$ cat config.mk
export PLATFORM = sky130hd
export DESIGN_NAME = pipelined_barrel_rotator
export DESIGN_NICKNAME = d
export VERILOG_FILES = /design/src/rtl/pipelined_barrel_rotator.sv
export SDC_FILE = /design/constraint.sdc
export NUM_CORES = 1
export LEC_CHECK = 0
export CAP_MARGIN = 20
export CELL_PAD_IN_SITES_DETAIL_PLACEMENT = 0
export CELL_PAD_IN_SITES_GLOBAL_PLACEMENT = 1
export CORE_MARGIN = 2
export CORE_UTILIZATION = 30
export DETAILED_ROUTE_END_ITERATION = 10
export GPL_TIMING_DRIVEN = 1
export MAX_ROUTING_LAYER = met4
export PLACE_DENSITY_LB_ADDON = 0.1
export SETUP_SLACK_MARGIN = 0.3
export SYNTH_ARGS = -nofsm -noshare
export SYNTH_HDL_FRONTEND = slang
export SYNTH_SLANG_ARGS = --single-unit
$ cat constraint.sdc
create_clock -name clk -period 2.72 [get_ports clk]
set_clock_uncertainty 0.05 [all_clocks]
set_input_delay 0.272 -clock clk [delete_from_list [all_inputs] [get_ports clk]]
set_output_delay 0.272 -clock clk [all_outputs]
set_load 0.01 [all_outputs]
$ cat src/rtl/pipelined_barrel_rotator.sv
// Runtime-controlled rotate/shift unit: one log2(W) barrel stage per pipeline
// register, with valid/ready on both sides and bubble-collapsing backpressure.
module pipelined_barrel_rotator #(
  parameter  int W  = 8,
  localparam int AW = $clog2(W)
) (
  input  logic          clk,
  input  logic          rst_n,
  input  logic          up_valid,
  output logic          up_ready,
  input  logic [W-1:0]  up_data,
  input  logic [AW-1:0] up_amt,
  input  logic [1:0]    up_mode,
  output logic          down_valid,
  input  logic          down_ready,
  output logic [W-1:0]  down_data,
  output logic          busy
);

  typedef enum logic [1:0] {
    MODE_ROL = 2'b00,
    MODE_ROR = 2'b01,
    MODE_SHR = 2'b10,
    MODE_SAR = 2'b11
  } mode_e;

  // Per-stage state; the amount is pre-shifted so each stage consumes bit 0.
  logic [AW-1:0] v_q, v_d;
  logic [W-1:0]  data_q [AW];
  logic [W-1:0]  data_d [AW];
  logic [AW-1:0] amt_q  [AW];
  logic [AW-1:0] amt_d  [AW];
  mode_e         mode_q [AW];
  mode_e         mode_d [AW];
  logic [AW-1:0] fill_q, fill_d;

  // Inputs feeding each stage: the upstream port for stage 0, else the previous stage.
  logic [AW-1:0] src_v, src_fill;
  logic [W-1:0]  src_data [AW];
  logic [AW-1:0] src_amt  [AW];
  mode_e         src_mode [AW];
  logic [AW:0]   rdy;

  function automatic logic [W-1:0] stage_op(input logic [W-1:0] d, input mode_e mode,
                                            input logic fill, input logic en, input int s);
    logic [W-1:0] fill_mask;
    fill_mask = ~({W{1'b1}} >> s);
    if (!en) return d;
    unique case (mode)
      MODE_ROL: return (d << s) | (d >> (W - s));
      MODE_ROR: return (d >> s) | (d << (W - s));
      MODE_SHR: return d >> s;
      default:  return (d >> s) | (fill ? fill_mask : '0);
    endcase
  endfunction

  always_comb begin
    src_v[0]    = up_valid;
    src_data[0] = up_data;
    src_amt[0]  = up_amt;
    src_mode[0] = mode_e'(up_mode);
    src_fill[0] = up_data[W-1];
    for (int k = 1; k < AW; k++) begin
      src_v[k]    = v_q[k-1];
      src_data[k] = data_q[k-1];
      src_amt[k]  = amt_q[k-1];
      src_mode[k] = mode_q[k-1];
      src_fill[k] = fill_q[k-1];
    end

    // A stage may load when it is empty or its successor is loading this cycle.
    rdy[AW] = down_ready;
    for (int k = AW - 1; k >= 0; k--) begin
      rdy[k] = ~v_q[k] | rdy[k+1];
    end

    for (int k = 0; k < AW; k++) begin
      v_d[k]    = rdy[k] ? src_v[k] : v_q[k];
      data_d[k] = stage_op(src_data[k], src_mode[k], src_fill[k], src_amt[k][0], 1 << k);
      amt_d[k]  = src_amt[k] >> 1;
      mode_d[k] = src_mode[k];
      fill_d[k] = src_fill[k];
    end
  end

  always_ff @(posedge clk or negedge rst_n) begin
    if (!rst_n) v_q <= '0;
    else        v_q <= v_d;
  end

  // NOTE: payload registers are deliberately left without reset; they are only
  // observed behind a valid bit, so resetting them would buy nothing.
  always_ff @(posedge clk) begin
    for (int k = 0; k < AW; k++) begin
      if (rdy[k] && src_v[k]) begin
        data_q[k] <= data_d[k];
        amt_q[k]  <= amt_d[k];
        mode_q[k] <= mode_d[k];
        fill_q[k] <= fill_d[k];
      end
    end
  end

  assign up_ready   = rdy[0];
  assign down_valid = v_q[AW-1];
  assign down_data  = data_q[AW-1];
  assign busy       = |v_q;

endmodule

==> out/qor.csv, run 1 <==
stage;metric;value;unit
run_status;status;finished clean;
cts;# clock sinks;36;
critical_path;Worst Setup End Kind;output pin;
yosys;post-synth top area share;55.70;%
grt;GRT Util Overall;10.74;%
yosys;most instantiated cells after synthesis;edfxtp_1, a31oi_1, nor2_1, o21ai_0;
sta;Setup TNS Final;0;ns
sta;fin crit share;69.32;%
yosys;compound-cell area share of the yosys netlist;11.46;%
critical_path;CP Data Arrival Time;1.56;ns
floorplanning;Die Width;81.01;µm
yosys;area share of and/or/nand/nor cells after synthesis;17.23;%
detailed_routing;Avg WL per Cell;12.86;µm
grt;first-pass GRT wire length;5043;µm
yosys;Post-synth EDFFs;33;
floorplanning;Core Region;5816;µm²
yosys;post-synthesis register bit count;36;
cts;Clock Pin Slew Worst Setup and Hold Paths;0.07;ns
critical_path;Worst Path Max Fanout;5;
pwr;Clock power frac;28.2;%
pwr;Combinational Power Share;14.0;%
cts;CTS tree;yes;
critical_path;startpoint class of the critical path;flip-flop;
critical_path;critical path class;reg2out;
floorplanning;initial cell density of the core;30.59;%
place;routability cong.;0.7436;
detailed_routing;Iter 0 DRT Violations;68;
sta;Setup violations, final;0;
yosys;post-synthesis instance total;145;
detailed_routing;TritonRoute pass-1 iters;4;
sta;slew margin rel.;62.79;%
yosys;synthesized cell area;1779;µm²
cts;clock tree root driver cell;clkbuf_8;
yosys;distinct cell type count after synthesis;26;
sta;min cycle time layout;1.885;ns
floorplanning;I/O pin total;28;
cts;Num CTS Buffers;5;
cts;H-Tree Level Count;2;
yosys;top_reg_cell synth;edfxtp_1;
yosys;Async S/R FF share, synth;8.333;%
pwr;Net Sw Frac;23.67;%
pwr;peak supply drop;0.1897;mV
yosys;Syn Area/Cell;12.27;µm²
floorplanning;Die H;81.01;µm
grt;initial antenna violation count;0;
sta;RSZ-0062 raised after global routing;false;
detailed_routing;DRC;0;
critical_path;Worst EP required;2.40;ns
sta;Final Hold Fails;0;
yosys;Ys Warns;0;
yosys;register area share after synthesis;59.92;%
cts;cts hold-fix bufs;0;
floorplanning;full die area;6563;µm²
layout;filler instances;585;
pwr;Leak;0.7002;nW
layout;layout cells sized above 1;12.20;%
cts;Max Root-Sink Buffers;2;
yosys;Adder-Cell Fraction of Synth Area;0;%
layout;nets;180;
min_path;Hold WC Path Type;in2async;
floorplanning;Row Count;28;
detailed_routing;vias per cell;4.732;
sta;Fmax;530.4;MHz
yosys;count leader, synth;edfxtp_1;
yosys;mux cell area share after synthesis;4.219;%
yosys;area leader, netlist;edfxtp_1;
yosys;syn_nets;162;
pwr;switching pwr;293.6;µW
place;IO Port Bufs;27;
sta;worst slew pin tran;0.5581;ns
pwr;share of power burned in registers;57.8;%
place;Inst Count DP;231;
cts;post-CTS setup buffer count;0;
detailed_routing;Routed WL;3074;µm
pwr;PD cells;588.1;nW/µm²
sta;Slew Viols, Final;0;
place;HPWL Detailed;2343;µm
detailed_routing;via count;1131;
cts;Clock Latency Late Sink;0.28;ns
layout;Area Overhead vs Synth;18.57;%
job;max_cap viols;0;
yosys;ranking of synthesized cells by area;edfxtp_1, a31oi_1, or3b_2, dfrtp_1, o21ai_0;
layout;Ant. Diodes;0;
detailed_routing;Antenna Nets Post-Route;0;
pwr;Internal;947.0;µW
yosys;xor/xnor cell area share of the yosys netlist;0;%
layout;fin util;36.27;%
layout;filler-free cell count of the finished design;239;
cts;cts repair resizes;0;
grt;vias in the first global route;1095;
yosys;main combinational cell family by area after synthesis;simple AND/OR/NAND/NOR gates;
grt;largest net degree at the start of global routing;18;
grt;GR Overflow Total;0;
final timing paths:
path	from	end	slack [ns]	depth (start not counted)
min in group clk	amt_q[0][1]	amt_q[0][2]	0.39	0
worst max-delay path	v_q[1]	busy	0.83	2
worst max register to register	mode_q[0][1]	data_q[0][9]	1.20	2
worst min register to register	amt_q[0][1]	amt_q[0][2]	0.39	0
worst min-delay path	rst_n	v_q[0]	0.12	1
max in group asynchronous	rst_n	v_q[1]	2.35	1
critical path, cell delays in order, from the launching register on:
cell	delay, ns
dfrtp_1	0.41
or3_1	0.38
clkdlybuf4s50_1	0.49
through the flow:
stage                     setup slack, ns  hold WS, ns  cell area [µm²]  total power, mW
after floorplan                     1.282     -0.07359             1779           0.8389
after global placement             0.8621       0.3725             2027           0.9023
after detailed placement           0.8491       0.3728             2027           0.9061
after CTS                          0.8148       0.1140             2110            1.265
after global routing               0.7706       0.1169             2110            1.313
final                              0.8346       0.1234             2110            1.241
layout make-up:
type | count | area (µm²) | area share (%)
clock buffer | 5 | 68.82 | 3.262
clock inverter | 3 | 13.76 | 0.6524
inverter | 3 | 11.26 | 0.5338
multi-input combinational | 90 | 585.6 | 27.76
sequential | 36 | 1066 | 50.53
tap | 75 | 93.84 | 4.448
timing repair buffer | 27 | 270.3 | 12.81
registers in the layout (all words and copies together) (netlist names):
| name | cells |
|---|---|
| v_q | 3 |
| data_q | 24 |
| amt_q | 3 |
| fill_q | 2 |
| mode_q | 4 |
layer usage:
| metal | part of all wire [%] | global-route usage, % | up-vias |
|---|---|---|---|
| met5 | 0 | - | - |
| met4 | 1.5 | 6.102 | 0 |
| met3 | 4.4 | 3.111 | 4 |
| met2 | 54 | 18.51 | 35 |
| met1 | 41 | 10.88 | 517 |
| li1 | - | - | 575 |
kinds of logic after synthesis:
group	count (synthesis)
simple gates	49
flops	36
compound gates	34
buf+inv	19
mux	7
power by group through the flow:
stage / sequential [mW] / combinational [mW] / clock, mW
final: 0.717 / 0.173 / 0.350
after global routing: 0.726 / 0.194 / 0.394
after CTS: 0.719 / 0.176 / 0.370
after detailed placement: 0.731 / 0.175 / 0
after global placement: 0.729 / 0.173 / 0
after floorplan: 0.708 / 0.131 / 0
cells in the final DEF, fill, tap and decap left out, types with 4 or more instances in the layout:
| cell | n |
|---|---|
| edfxtp_1 | 33 |
| a31oi_1 | 17 |
| or3b_2 | 9 |
| nand2b_1 | 9 |
| clkbuf_8 | 5 |
| mux2_2 | 4 |
| nor2_1 | 17 |
| o21ai_0 | 13 |
| or3b_1 | 4 |
| clkdlybuf4s50_1 | 27 |
Power figures use the tool's default switching activity.
==> run 2, diff against run 1 <==
==> constraint.sdc (replaced) <==
create_clock -name clk -period 1.85 [get_ports clk]
set_clock_uncertainty 0.05 [all_clocks]
set_input_delay 0.185 -clock clk [delete_from_list [all_inputs] [get_ports clk]]
set_output_delay 0.185 -clock clk [all_outputs]
set_load 0.01 [all_outputs]
==> run 2 against run 1 <==
Net effect:
- non-clock buffer count is 11 higher
- largest power group unchanged
- setup slack got worse by 0.47 ns
- global-route usage grew 0.18 points
- core utilization increased by 1.3 points
- total power up 48%
- largest cell class unchanged
- clock power up 45%
- critical path depth decreased by 1
- die area stayed put
- count of clock-buffer cells in the layout increased by 2
- sequential share of layout area shrank 1.7 points
==> out/qor.csv, run 2 (same netlist as run 1, synthesis figures left out) <==
stage;metric;value;unit;change
cts;# clock sinks;36;;unchanged
detailed_routing;DRC;0;;unchanged
layout;filler-free cell count of the finished design;250;;+4.6%
grt;largest net degree at the start of global routing;18;;unchanged
floorplanning;Die H;81.01;µm;unchanged
cts;Max Root-Sink Buffers;2;;unchanged
grt;initial antenna violation count;0;;unchanged
cts;CTS tree;yes;;
layout;largest reg by FF count;data_q;;
job;max_cap viols;0;;unchanged
sta;Final Hold Fails;0;;unchanged
place;dpl ws;0.1326;ns;-0.7165 ns
critical_path;crit-path cells;clkdlybuf4s50_1;;
sta;Fmax;672.2;MHz;
critical_path;Worst Setup End Kind;output pin;;
pwr;PD cells;841.9;nW/µm²;+43%
critical_path;startpoint class of the critical path;flip-flop;;
sta;Slew Viols, Final;0;;unchanged
critical_path;worst path bufs/invs;1;;unchanged
cts;cts hold-fix bufs;0;;unchanged
place;IO Port Bufs;27;;unchanged
floorplanning;Die Width;81.01;µm;unchanged
sta;slack of the critical path;0.3622;ns;-0.4723 ns
layout;max FFs per register;24;;unchanged
grt;first-pass GRT wire length;5175;µm;+2.6%
sta;fin crit share;80.42;%;
cts;clock tree root driver cell;clkbuf_8;;
cts;H-Tree Level Count;2;;unchanged
layout;largest registers;data_q (24), mode_q (4);;
detailed_routing;Antenna Nets Post-Route;0;;unchanged
detailed_routing;via count;1173;;+3.7%
layout;commonest cells after routing, fill and taps aside;edfxtp_1, clkdlybuf4s50_1, nor2_1, a31oi_1, o21ai_0;;
detailed_routing;Routed WL;3033;µm;-1.3%
pwr;peak supply drop;0.2425;mV;+28%
critical_path;Worst Path Max Fanout;5;;unchanged
critical_path;CP Data Arrival Time;1.25;ns;-0.31 ns
layout;commonest non-fill, non-tap cell in the layout;edfxtp_1;;
place;Inst Count DP;236;;+2.2%
place;HPWL Detailed;2367;µm;+1.0%
sta;Setup violations, final;0;;unchanged
layout;fin util;37.54;%;+1.3 points
critical_path;max incr delay on CP;0.57;ns;+0.08 ns
sta;slew margin rel.;67.79;%;+5.0 points
sta;min cycle time layout;1.488;ns;
detailed_routing;Avg WL per Cell;12.13;µm;-5.7%
sta;RSZ-0062 raised after global routing;false;;
floorplanning;initial cell density of the core;30.59;%;unchanged
grt;vias in the first global route;1185;;+8.2%
layout;layout cells sized above 1;17.14;%;+4.9 points
floorplanning;I/O pin total;28;;unchanged
layout;Ant. Diodes;0;;unchanged
cts;Clock Pin Slew Worst Setup and Hold Paths;0.07;ns;about the same
floorplanning;Row Count;28;;unchanged
grt;GR Overflow Total;0;;unchanged
place;routability cong.;0.7717;;+3.8%
critical_path;Worst EP required;1.62;ns;-0.78 ns
critical_path;top cell family by delay on the critical path;buffers and inverters;;
detailed_routing;vias per cell;4.692;;-0.85%
grt;GRT Util Overall;10.91;%;+0.18 points
floorplanning;Core Region;5816;µm²;unchanged
run_status;status;finished clean;;
layout;Area Overhead vs Synth;22.71;%;
min_path;Hold WC Path Type;in2async;;
sta;worst slew pin tran;0.4832;ns;-0.07494 ns
detailed_routing;Iter 0 DRT Violations;67;;-1.5%
critical_path;slowest CP cell;clkdlybuf4s50_1;;
critical_path;critical path class;reg2out;;
layout;nets;191;;+6.1%
cts;Clock Latency Late Sink;0.28;ns;about the same
sta;Setup TNS Final;0;ns;unchanged
floorplanning;full die area;6563;µm²;unchanged
detailed_routing;TritonRoute pass-1 iters;4;;unchanged
cts;Num CTS Buffers;5;;unchanged
pwr;Leak;0.7453;nW;+6.5%
## run 2: cell types whose count changed in the layout (fill, tap and decap cells not counted)
cell	before	now
buf_4	0	11
clkbuf_1	0	2
clkdlybuf4s50_1	27	25
clkinv_2	2	0
clkbuf_2	0	1
dlygate4sd2_1	0	1
## run 2: what timing repair did
item	CTS	global route
gates resized for setup	2	2
buffers inserted	0	6
setup endpoints to repair	2	4
endpoints found under the hold margin	0	0
## run 2: final timing paths
check                                  start           end  slack (ns)  depth (start not counted)
worst min-delay path                   rst_n        v_q[0]        0.04                          1
worst min register to register   amt_q[0][1]   amt_q[0][2]        0.38                          0
worst max-delay path                  v_q[2]    down_valid        0.36                          1
max in group asynchronous              rst_n        v_q[2]        1.56                          1
worst max register to register  mode_q[0][1]  data_q[0][9]        0.39                          2
min in group clk                 amt_q[0][1]   amt_q[0][2]        0.38                          0
## run 2: report_power, final
group / switching [mW] / total (mW) / leakage [nW] / internal (mW)
Combinational: 0.120 / 0.280 / 0.356 / 0.160
Sequential: 0.0565 / 1.05 / 0.349 / 0.995
Clock: 0.245 / 0.507 / 0.0399 / 0.262
Total: 0.421 / 1.84 / 0.745 / 1.42
## run 2: through the flow
step,power [mW],instance area [µm²],hold slack (ns)
finish,1.838,2183,0.03895
global route,1.944,2183,0.03571
CTS,1.853,2142,0.03334
detailed placement,1.342,2064,0.3401
global placement,1.337,2064,0.3325
floorplan,1.233,1779,-0.1606
## run 2: per-layer routing
| layer | wire length, µm | GRT usage [%] | vias up |
|---|---|---|---|
| met5 | 0 | - | - |
| met4 | 35 | 6.102 | 0 |
| met3 | 113 | 2.667 | 2 |
| met2 | 1687 | 20.08 | 26 |
| met1 | 1197 | 10.33 | 549 |
| li1 | - | - | 596 |
## run 2: area by class of cell
class,instances,area (µm²)
tap,75,93.84
timing repair buffer,38,346.6
fill,600,3632
clock buffer,7,76.32
inverter,3,11.26
clock inverter,1,3.754
sequential,36,1066
multi-input combinational,90,585.6
